File: config.mk
export PLATFORM = sky130hd
export DESIGN_NAME = neg_serial_unit_flat
export DESIGN_NICKNAME = d
export VERILOG_FILES = /design/src/rtl/neg_serial_unit_pkg.sv /design/src/rtl/neg_serial_unit_if.sv /design/src/rtl/neg_serial_unit_slice.sv /design/src/rtl/neg_serial_unit.sv /design/src/flat_wrapper.sv
export SDC_FILE = /design/constraint.sdc
export NUM_CORES = 1
export LEC_CHECK = 0
export CAP_MARGIN = 15
export CORE_MARGIN = 2
export CORE_UTILIZATION = 40
export CTS_CLUSTER_SIZE = 14
export DETAILED_ROUTE_END_ITERATION = 10
export PLACE_DENSITY = 0.62
export SKIP_LAST_GASP = 1
export SYNTH_ARGS = -nofsm -noshare
export SYNTH_HDL_FRONTEND = slang
export SYNTH_SLANG_ARGS = --single-unit
File: constraint.sdc
create_clock -name clk -period 5.72 [get_ports clk]
set_input_delay 0.858 -clock clk [delete_from_list [all_inputs] [get_ports clk]]
set_output_delay 0.858 -clock clk [all_outputs]
set_load 0.01 [all_outputs]
File: src/rtl/neg_serial_unit_pkg.sv
// rtl/neg_serial_unit_pkg.sv - shared mode codes, FSM encodings and helpers for the negate/abs unit
// Contents:
//   MODE_PASS/NEG/ABS/NABS  2-bit operation codes carried on in_mode
//   S_IDLE/S_RUN/S_DONE     FSM state encodings
//   inv_for_mode()          whether the operand must be inverted (+1 via carry-in) for a mode
package neg_serial_unit_pkg;

   localparam logic [1:0] MODE_PASS = 2'b00;
   localparam logic [1:0] MODE_NEG  = 2'b01;
   localparam logic [1:0] MODE_ABS  = 2'b10;
   localparam logic [1:0] MODE_NABS = 2'b11;

   localparam logic [1:0] S_IDLE = 2'b00;
   localparam logic [1:0] S_RUN  = 2'b01;
   localparam logic [1:0] S_DONE = 2'b10;

   // ABS negates only negative operands; NABS negates only non-negative ones.
   function automatic logic inv_for_mode(input logic [1:0] mode, input logic sign);
      case (mode)
         MODE_PASS: inv_for_mode = 1'b0;
         MODE_NEG:  inv_for_mode = 1'b1;
         MODE_ABS:  inv_for_mode = sign;
         default:   inv_for_mode = ~sign;
      endcase
   endfunction

endpackage

File: src/rtl/neg_serial_unit_if.sv
// rtl/neg_serial_unit_if.sv - operand/result handshake bundle for the negate/abs unit
// Signals:
//   in_valid/in_ready, in_a[WIDTH], in_mode[2]        operand channel
//   out_valid/out_ready, out_y[WIDTH], out_ovf, out_zero  result channel
// Modports: master (producer of operands, consumer of results), slave (the unit)
interface neg_serial_unit_if #(
   parameter int WIDTH = 64
);
   logic             in_valid;
   logic             in_ready;
   logic [WIDTH-1:0] in_a;
   logic [1:0]       in_mode;
   logic             out_valid;
   logic             out_ready;
   logic [WIDTH-1:0] out_y;
   logic             out_ovf;
   logic             out_zero;

   modport master (
      output in_valid, in_a, in_mode, out_ready,
      input  in_ready, out_valid, out_y, out_ovf, out_zero
   );

   modport slave (
      input  in_valid, in_a, in_mode, out_ready,
      output in_ready, out_valid, out_y, out_ovf, out_zero
   );
endinterface

File: src/rtl/neg_serial_unit_slice.sv
// rtl/neg_serial_unit_slice.sv - one digit of the conditional invert-and-increment carry chain
// Ports:
//   a_d[DIGIT]  operand digit      inv  invert operand digit
//   cin         carry in           y_d[DIGIT], cout  result digit and carry out
module neg_digit_slice #(
   parameter int DIGIT = 8
) (
   input  logic [DIGIT-1:0] a_d,
   input  logic             inv,
   input  logic             cin,
   output logic [DIGIT-1:0] y_d,
   output logic             cout
);
   assign {cout, y_d} = {1'b0, a_d ^ {DIGIT{inv}}} + {{DIGIT{1'b0}}, cin};
endmodule

File: src/rtl/neg_serial_unit.sv
// rtl/neg_serial_unit.sv - digit-serial two's-complement pass/negate/abs/nabs unit
// Ports:
//   clk   rising-edge clock
//   rst   asynchronous active-high reset; discards any in-flight operation
//   bus   neg_serial_unit_if.slave: operand in (valid/ready), result out (valid/ready, y, ovf, zero)
// One operation takes WIDTH/DIGIT cycles, LSB digit first; the result is held until taken.
module neg_serial_unit
   import neg_serial_unit_pkg::*;
#(
   parameter int WIDTH = 64,
   parameter int DIGIT = 8
) (
   input logic                clk,
   input logic                rst,
   neg_serial_unit_if.slave   bus
);
   localparam int NCYC = WIDTH / DIGIT;
   localparam int CW   = (NCYC > 1) ? $clog2(NCYC) : 1;
   localparam logic [WIDTH-1:0] MIN_VAL = {1'b1, {(WIDTH-1){1'b0}}};

   if (DIGIT < 1 || (WIDTH % DIGIT) != 0) begin : g_bad_param
      $error("neg_serial_unit: DIGIT must be >= 1 and divide WIDTH");
   end

   logic [1:0]       state;
   logic [WIDTH-1:0] a_sh;
   logic [WIDTH-1:0] y_reg;
   logic             inv;
   logic             carry;
   logic [CW-1:0]    cnt;
   logic             valid;
   logic             ovf;
   logic             zero;

   logic [DIGIT-1:0] y_d;
   logic             cout;
   logic [WIDTH-1:0] y_next;
   logic             last;

   neg_digit_slice #(.DIGIT(DIGIT)) u_slice (
      .a_d  (a_sh[DIGIT-1:0]),
      .inv  (inv),
      .cin  (carry),
      .y_d  (y_d),
      .cout (cout)
   );

   // Result digits enter at the top and shift down, so digit 0 lands at the LSB after NCYC steps.
   if (NCYC == 1) begin : g_single
      assign y_next = y_d;
   end else begin : g_multi
      assign y_next = {y_d, y_reg[WIDTH-1:DIGIT]};
   end

   assign last = (cnt == CW'(NCYC - 1));

   always_ff @(posedge clk or posedge rst) begin
      if (rst) begin
         state <= S_IDLE;
         a_sh  <= '0;
         y_reg <= '0;
         inv   <= 1'b0;
         carry <= 1'b0;
         cnt   <= '0;
         valid <= 1'b0;
         ovf   <= 1'b0;
         zero  <= 1'b0;
      end else begin
         case (state)
            S_IDLE: begin
               if (bus.in_valid) begin
                  a_sh  <= bus.in_a;
                  inv   <= inv_for_mode(bus.in_mode, bus.in_a[WIDTH-1]);
                  carry <= inv_for_mode(bus.in_mode, bus.in_a[WIDTH-1]);
                  cnt   <= '0;
                  state <= S_RUN;
               end
            end
            S_RUN: begin
               a_sh  <= a_sh >> DIGIT;
               y_reg <= y_next;
               carry <= cout;
               if (last) begin
                  state <= S_DONE;
                  valid <= 1'b1;
                  // Inverting yields MIN only when the operand itself was MIN.
                  ovf   <= inv & (y_next == MIN_VAL);
                  zero  <= (y_next == '0);
               end else begin
                  cnt <= cnt + CW'(1);
               end
            end
            S_DONE: begin
               if (bus.out_ready) begin
                  valid <= 1'b0;
                  state <= S_IDLE;
               end
            end
            default: state <= S_IDLE;
         endcase
      end
   end

   assign bus.in_ready  = (state == S_IDLE) & ~rst;
   assign bus.out_valid = valid;
   assign bus.out_y     = y_reg;
   assign bus.out_ovf   = ovf;
   assign bus.out_zero  = zero;
endmodule

File: src/flat_wrapper.sv
// flat-port wrapper written by rule: the top's interface ports become plain ports
module neg_serial_unit_flat import neg_serial_unit_pkg::*;
#(
   parameter int WIDTH = 64,
   parameter int DIGIT = 8
)
  (clk, rst, bus_in_valid, bus_in_a, bus_in_mode, bus_out_ready, bus_in_ready, bus_out_valid, bus_out_y, bus_out_ovf, bus_out_zero);
  neg_serial_unit_if #(.WIDTH(WIDTH)) bus_i ();
  input logic clk;
  input logic rst;
  input wire logic [$bits(bus_i.in_valid)-1:0] bus_in_valid;
  input wire logic [$bits(bus_i.in_a)-1:0] bus_in_a;
  input wire logic [$bits(bus_i.in_mode)-1:0] bus_in_mode;
  input wire logic [$bits(bus_i.out_ready)-1:0] bus_out_ready;
  output wire logic [$bits(bus_i.in_ready)-1:0] bus_in_ready;
  output wire logic [$bits(bus_i.out_valid)-1:0] bus_out_valid;
  output wire logic [$bits(bus_i.out_y)-1:0] bus_out_y;
  output wire logic [$bits(bus_i.out_ovf)-1:0] bus_out_ovf;
  output wire logic [$bits(bus_i.out_zero)-1:0] bus_out_zero;
  assign bus_i.in_valid = bus_in_valid;
  assign bus_i.in_a = bus_in_a;
  assign bus_i.in_mode = bus_in_mode;
  assign bus_i.out_ready = bus_out_ready;
  assign bus_in_ready = bus_i.in_ready;
  assign bus_out_valid = bus_i.out_valid;
  assign bus_out_y = bus_i.out_y;
  assign bus_out_ovf = bus_i.out_ovf;
  assign bus_out_zero = bus_i.out_zero;
  neg_serial_unit #(.WIDTH(WIDTH), .DIGIT(DIGIT)) u_core (.clk(clk), .rst(rst), .bus(bus_i));
endmodule
==> flow_metrics.tcl <==
set metrics [dict create \
    status "completed" \
    grt_antenna_before_repair 0 \
    rr_startpoint "u_core.inv$_DFFE_PP0P_" \
    path_max_fanout 2 \
    routed-wl-met2_mm 7.055 \
    layout_min_cycle_time_ns 2.918 \
    antenna_violating_nets_post_route 0 \
    power_leakage_nw 3.852 \
    hpwl_reported_at_the_end_of_detailed_placement_mm 10.30 \
    placement.io_buffers 137 \
    syn_avg_cell_area_um2 9.587 \
    finalSetupViolCount 0 \
    die_x_um 127.6 \
    totalWireLength_mm 14.72 \
    ys_types 37 \
    worst_ep_arrival_time_ns 2.06 \
    timing.hold.worst_path_depth 2 \
    crit_buf_inv 2 \
    wirelength_met1_mm 6.480 \
    timing.hold.worst.class "reg -> reg" \
    placedInstanceArea_um2 7626 \
    routed_via_density 5.080 \
    first_global_vias 4800 \
    slew_headroom 0.2987 \
    detail_route.iter0.violations 300 \
    hold_path_end "u_core.bus.out_y[7]$_DFFE_PP0P_" \
    global_route.overflow_total 0 \
    pre_cts_ws_ns 2.652 \
    detailedRoute.firstPassIterationCount 4 \
    max_incr_delay_on_cp_ns 0.56 \
    die-area_um2 16270 \
    seq_area_frac_synth 0.5655 \
    timing.critical_path.from_type "primary input" \
    standard_cell_row_count 45 \
    dr_total_vias 4887 \
    synth_fp_nets 711 \
    setup.worst_path.end_class "output port" \
    hold_path_startpoint "u_core.bus.out_y[7]$_DFFE_PP0P_" \
    ff2ff_setup_slack_ns 3.01 \
    total_track_usage 0.1900 \
    cts_tree "yes" \
    grt_first_pass_wirelength_mm 24.12 \
    critPathTopFamily "buffers and inverters" \
    finalNetCount 835 \
    final_count_of_hold_timing_violations 0 \
    ant_diodes 0 \
    routed_wire_length_per_instance_um 15.31 \
    detailroute.wirelength.met3_um 966 \
    cts_resized 0 \
    ys_ff_latch 138 \
    holdBufCountCts 0 \
    cts-htree-levels 4 \
    grt_setup_unrepaired "no" \
    numClockSinks 138 \
    floorplan.initialDensity 0.4062 \
    root_buffer "sky130_fd_sc_hd__clkbuf_16" \
    grt_start_max_net_pins 123 \
    worstReg2RegEnd "u_core.bus.out_zero$_DFFE_PP0P_" \
    cp_common_cell "sky130_fd_sc_hd__clkdlybuf4s50_1" \
    number_of_cell_instances_on_the_worst_register_to_register_path 8 \
    layout-area-overhead-vs-synth_pct 34.03 \
    seqCellArea_um2 3453 \
    cts-buffers-inserted 17 \
    clkSlewWorstSetupHoldPaths_ns 0.06 \
    routabilityCongestion 0.7989 \
    actual_slew_at_the_worst_max_slew_pin_ns 1.052 \
    timing.setup.tns_ns 0 \
    io-pin-count 138 \
    finalInstanceArea_um2 8185 \
    synthesis.instances 637 \
    clock_path_buffers 2 \
    critPathRequiredTime_ns 4.86 \
    drv.max_cap_violation_count 0 \
    layout_filler_cell_count 1353 \
    fp.dieH_um 127.6 \
    postCtsSetupBuffers 0 \
    timing.final.crit_share 0.5101 \
    async_flop_share 1.000 \
    yosysWarnings 0 \
    drc_errors 0 \
    clock-skew-final_ns 0.008684 \
    final_layout_size_suffix_gt1_frac 0.06072 \
    cellPowerDensity_nw_per_um2 593.1 \
    path_cells "clkdlybuf4s50_1 -> nor3_1 -> clkdlybuf4s50_1" \
    route.top_layer_used "met4" \
    multiInputGateArea_um2 2512 \
    worst-setup-path-type "in -> out" \
    vdd_ir_drop_max_mv 0.4186 \
    fmax_ghz 0.3427 \
    core_area_um2 15030 \
    maxSlewViolCount 0 \
    number_of_flops_mapped_to_enable_cells_by_yosys 0 \
    worst_slack_ns 2.802 \
    synth.cell_area_um2 6107 \
    worst_path_max_delay_cell "sky130_fd_sc_hd__clkdlybuf4s50_1" \
    clkLatencyLatePin_ns 0.42 \
    synth_top_flop_cell "sky130_fd_sc_hd__dfrtp_1" \
]
==> layer usage <==
| metal | global-route usage | vias up |
|---|---|---|
| met5 | 0 | - |
| met4 | 0.07434 | 0 |
| met3 | 0.06030 | 20 |
| met2 | 0.3014 | 145 |
| met1 | 0.2439 | 2328 |
| li1 | - | 2394 |
==> flip-flops by register name, summed over array words and instances, names as in the netlist <==
register              cells
u_core.inv                1
u_core.a_sh              64
u_core.bus.out_valid      1
u_core.carry              1
u_core.cnt                3
u_core.bus.out_ovf        1
u_core.state              2
u_core.bus.out_zero       1
u_core.bus.out_y         64
==> logic make-up after synthesis <==
family	count (synthesis)	synth area share
AND/OR/NAND/NOR	288	0.1957
flip-flops	138	0.5655
AO/OA/AOI/OAI	95	0.08933
multiplexers	61	0.1004
buffers and inverters	41	0.02663
XOR/XNOR	10	0.01434
adder cells (fa/ha/maj)	4	0.008195
==> worst min-delay path: cells and delay by family, from the launching register on <==
kind / cells / cell delay (ns)
flops: 1 / 0.34
simple gates: 2 / 0.10
==> stage by stage <==
step / total power [mW] / hold WS [ns] / util / cells
finish: 4.855 / 0.4753 / 0.5445 / 962
global route: 5.223 / 0.4992 / 0.5445 / 962
CTS: 4.902 / 0.4796 / 0.5442 / 961
detailed placement: 3.877 / 0.4645 / 0.5073 / 929
global placement: 3.806 / 0.4614 / 0.5073 / 929
floorplan: 3.037 / 0.4496 / - / 637
==> cells in the final DEF, fill, tap and decap left out, types with 3 or more instances in the layout <==
cell                              synthesis  layout
sky130_fd_sc_hd__nand4_1                  3       3
sky130_fd_sc_hd__nand2_1                240     239
sky130_fd_sc_hd__clkdlybuf4s50_1          0     137
sky130_fd_sc_hd__dfrtp_1                138     138
sky130_fd_sc_hd__buf_4                    0       5
sky130_fd_sc_hd__mux2i_1                 59      59
sky130_fd_sc_hd__nor2_1                  10      10
sky130_fd_sc_hd__o21ai_1                 33      32
sky130_fd_sc_hd__xor2_1                   8       8
sky130_fd_sc_hd__o21ai_0                 31      31
sky130_fd_sc_hd__a21oi_1                 11      11
sky130_fd_sc_hd__clkinv_2                 0       4
sky130_fd_sc_hd__ha_1                     4       4
sky130_fd_sc_hd__nand2b_1                 3       3
sky130_fd_sc_hd__nor4_1                  14      14
sky130_fd_sc_hd__a22o_1                  13      13
sky130_fd_sc_hd__clkbuf_16                0      17
sky130_fd_sc_hd__clkinvlp_4               0       7
==> final cells by class <==
type                       instances  area share
sequential                       138      0.4219
multi-input combinational        458      0.3069
timing repair buffer             143      0.1727
clock buffer                      17     0.05197
tap                              188     0.02874
clock inverter                    15     0.01574
inverter                           3    0.001987
==> synth_stat cells (2+ instances only) <==
master,count,area [um^2]
sky130_fd_sc_hd__nand3b_1,2,15.01
sky130_fd_sc_hd__dfrtp_1,138,3453
sky130_fd_sc_hd__nor2b_1,3,18.77
sky130_fd_sc_hd__nand2b_1,3,18.77
sky130_fd_sc_hd__a22o_1,13,113.9
sky130_fd_sc_hd__o21ai_0,31,155.2
sky130_fd_sc_hd__mux2i_1,59,590.6
sky130_fd_sc_hd__nor2_1,10,37.54
sky130_fd_sc_hd__nand4_1,3,18.77
sky130_fd_sc_hd__and2_1,2,12.51
sky130_fd_sc_hd__buf_1,5,18.77
sky130_fd_sc_hd__ha_1,4,50.05
sky130_fd_sc_hd__nor4_1,14,87.58
sky130_fd_sc_hd__clkbuf_1,26,97.59
sky130_fd_sc_hd__nand3_1,2,10.01
sky130_fd_sc_hd__xnor2_1,2,17.52
sky130_fd_sc_hd__nand2_1,240,900.9
sky130_fd_sc_hd__nor3_1,2,10.01
sky130_fd_sc_hd__a31oi_1,2,12.51
sky130_fd_sc_hd__xor2_1,8,70.07
sky130_fd_sc_hd__o21ai_1,33,165.2
sky130_fd_sc_hd__a21oi_1,11,55.05
sky130_fd_sc_hd__buf_2,7,35.03
sky130_fd_sc_hd__mux2_2,2,22.52
sky130_fd_sc_hd__inv_1,3,11.26
==> report_power, final <==
| part | total [mW] | switching, mW | leakage, nW | internal [mW] |
|---|---|---|---|---|
| sequential | 1.85 | 0.426 | 1.74 | 1.42 |
| combinational | 1.99 | 1.04 | 1.86 | 0.947 |
| clock | 1.02 | 0.423 | 0.253 | 0.595 |
==> worst max-delay path by stage <==
stage,startpoint,to,slack (ns),depth (start not counted)
2_1_floorplan,rst,u_core.a_sh[0]$_DFFE_PP0P_,1.17,1
5_1_grt,u_core.inv$_DFFE_PP0P_,u_core.bus.out_ovf$_DFFE_PP0P_,2.72,9
3_5_place_dp,bus_in_valid,u_core.cnt[0]$_DFFE_PP0P_,2.65,4
3_3_place_gp,bus_in_valid,u_core.cnt[0]$_DFFE_PP0P_,2.75,4
4_1_cts,rst,bus_in_ready,2.79,3
6_report,rst,bus_in_ready,2.80,3
No activity file was read; power rests on OpenSTA's default activity.
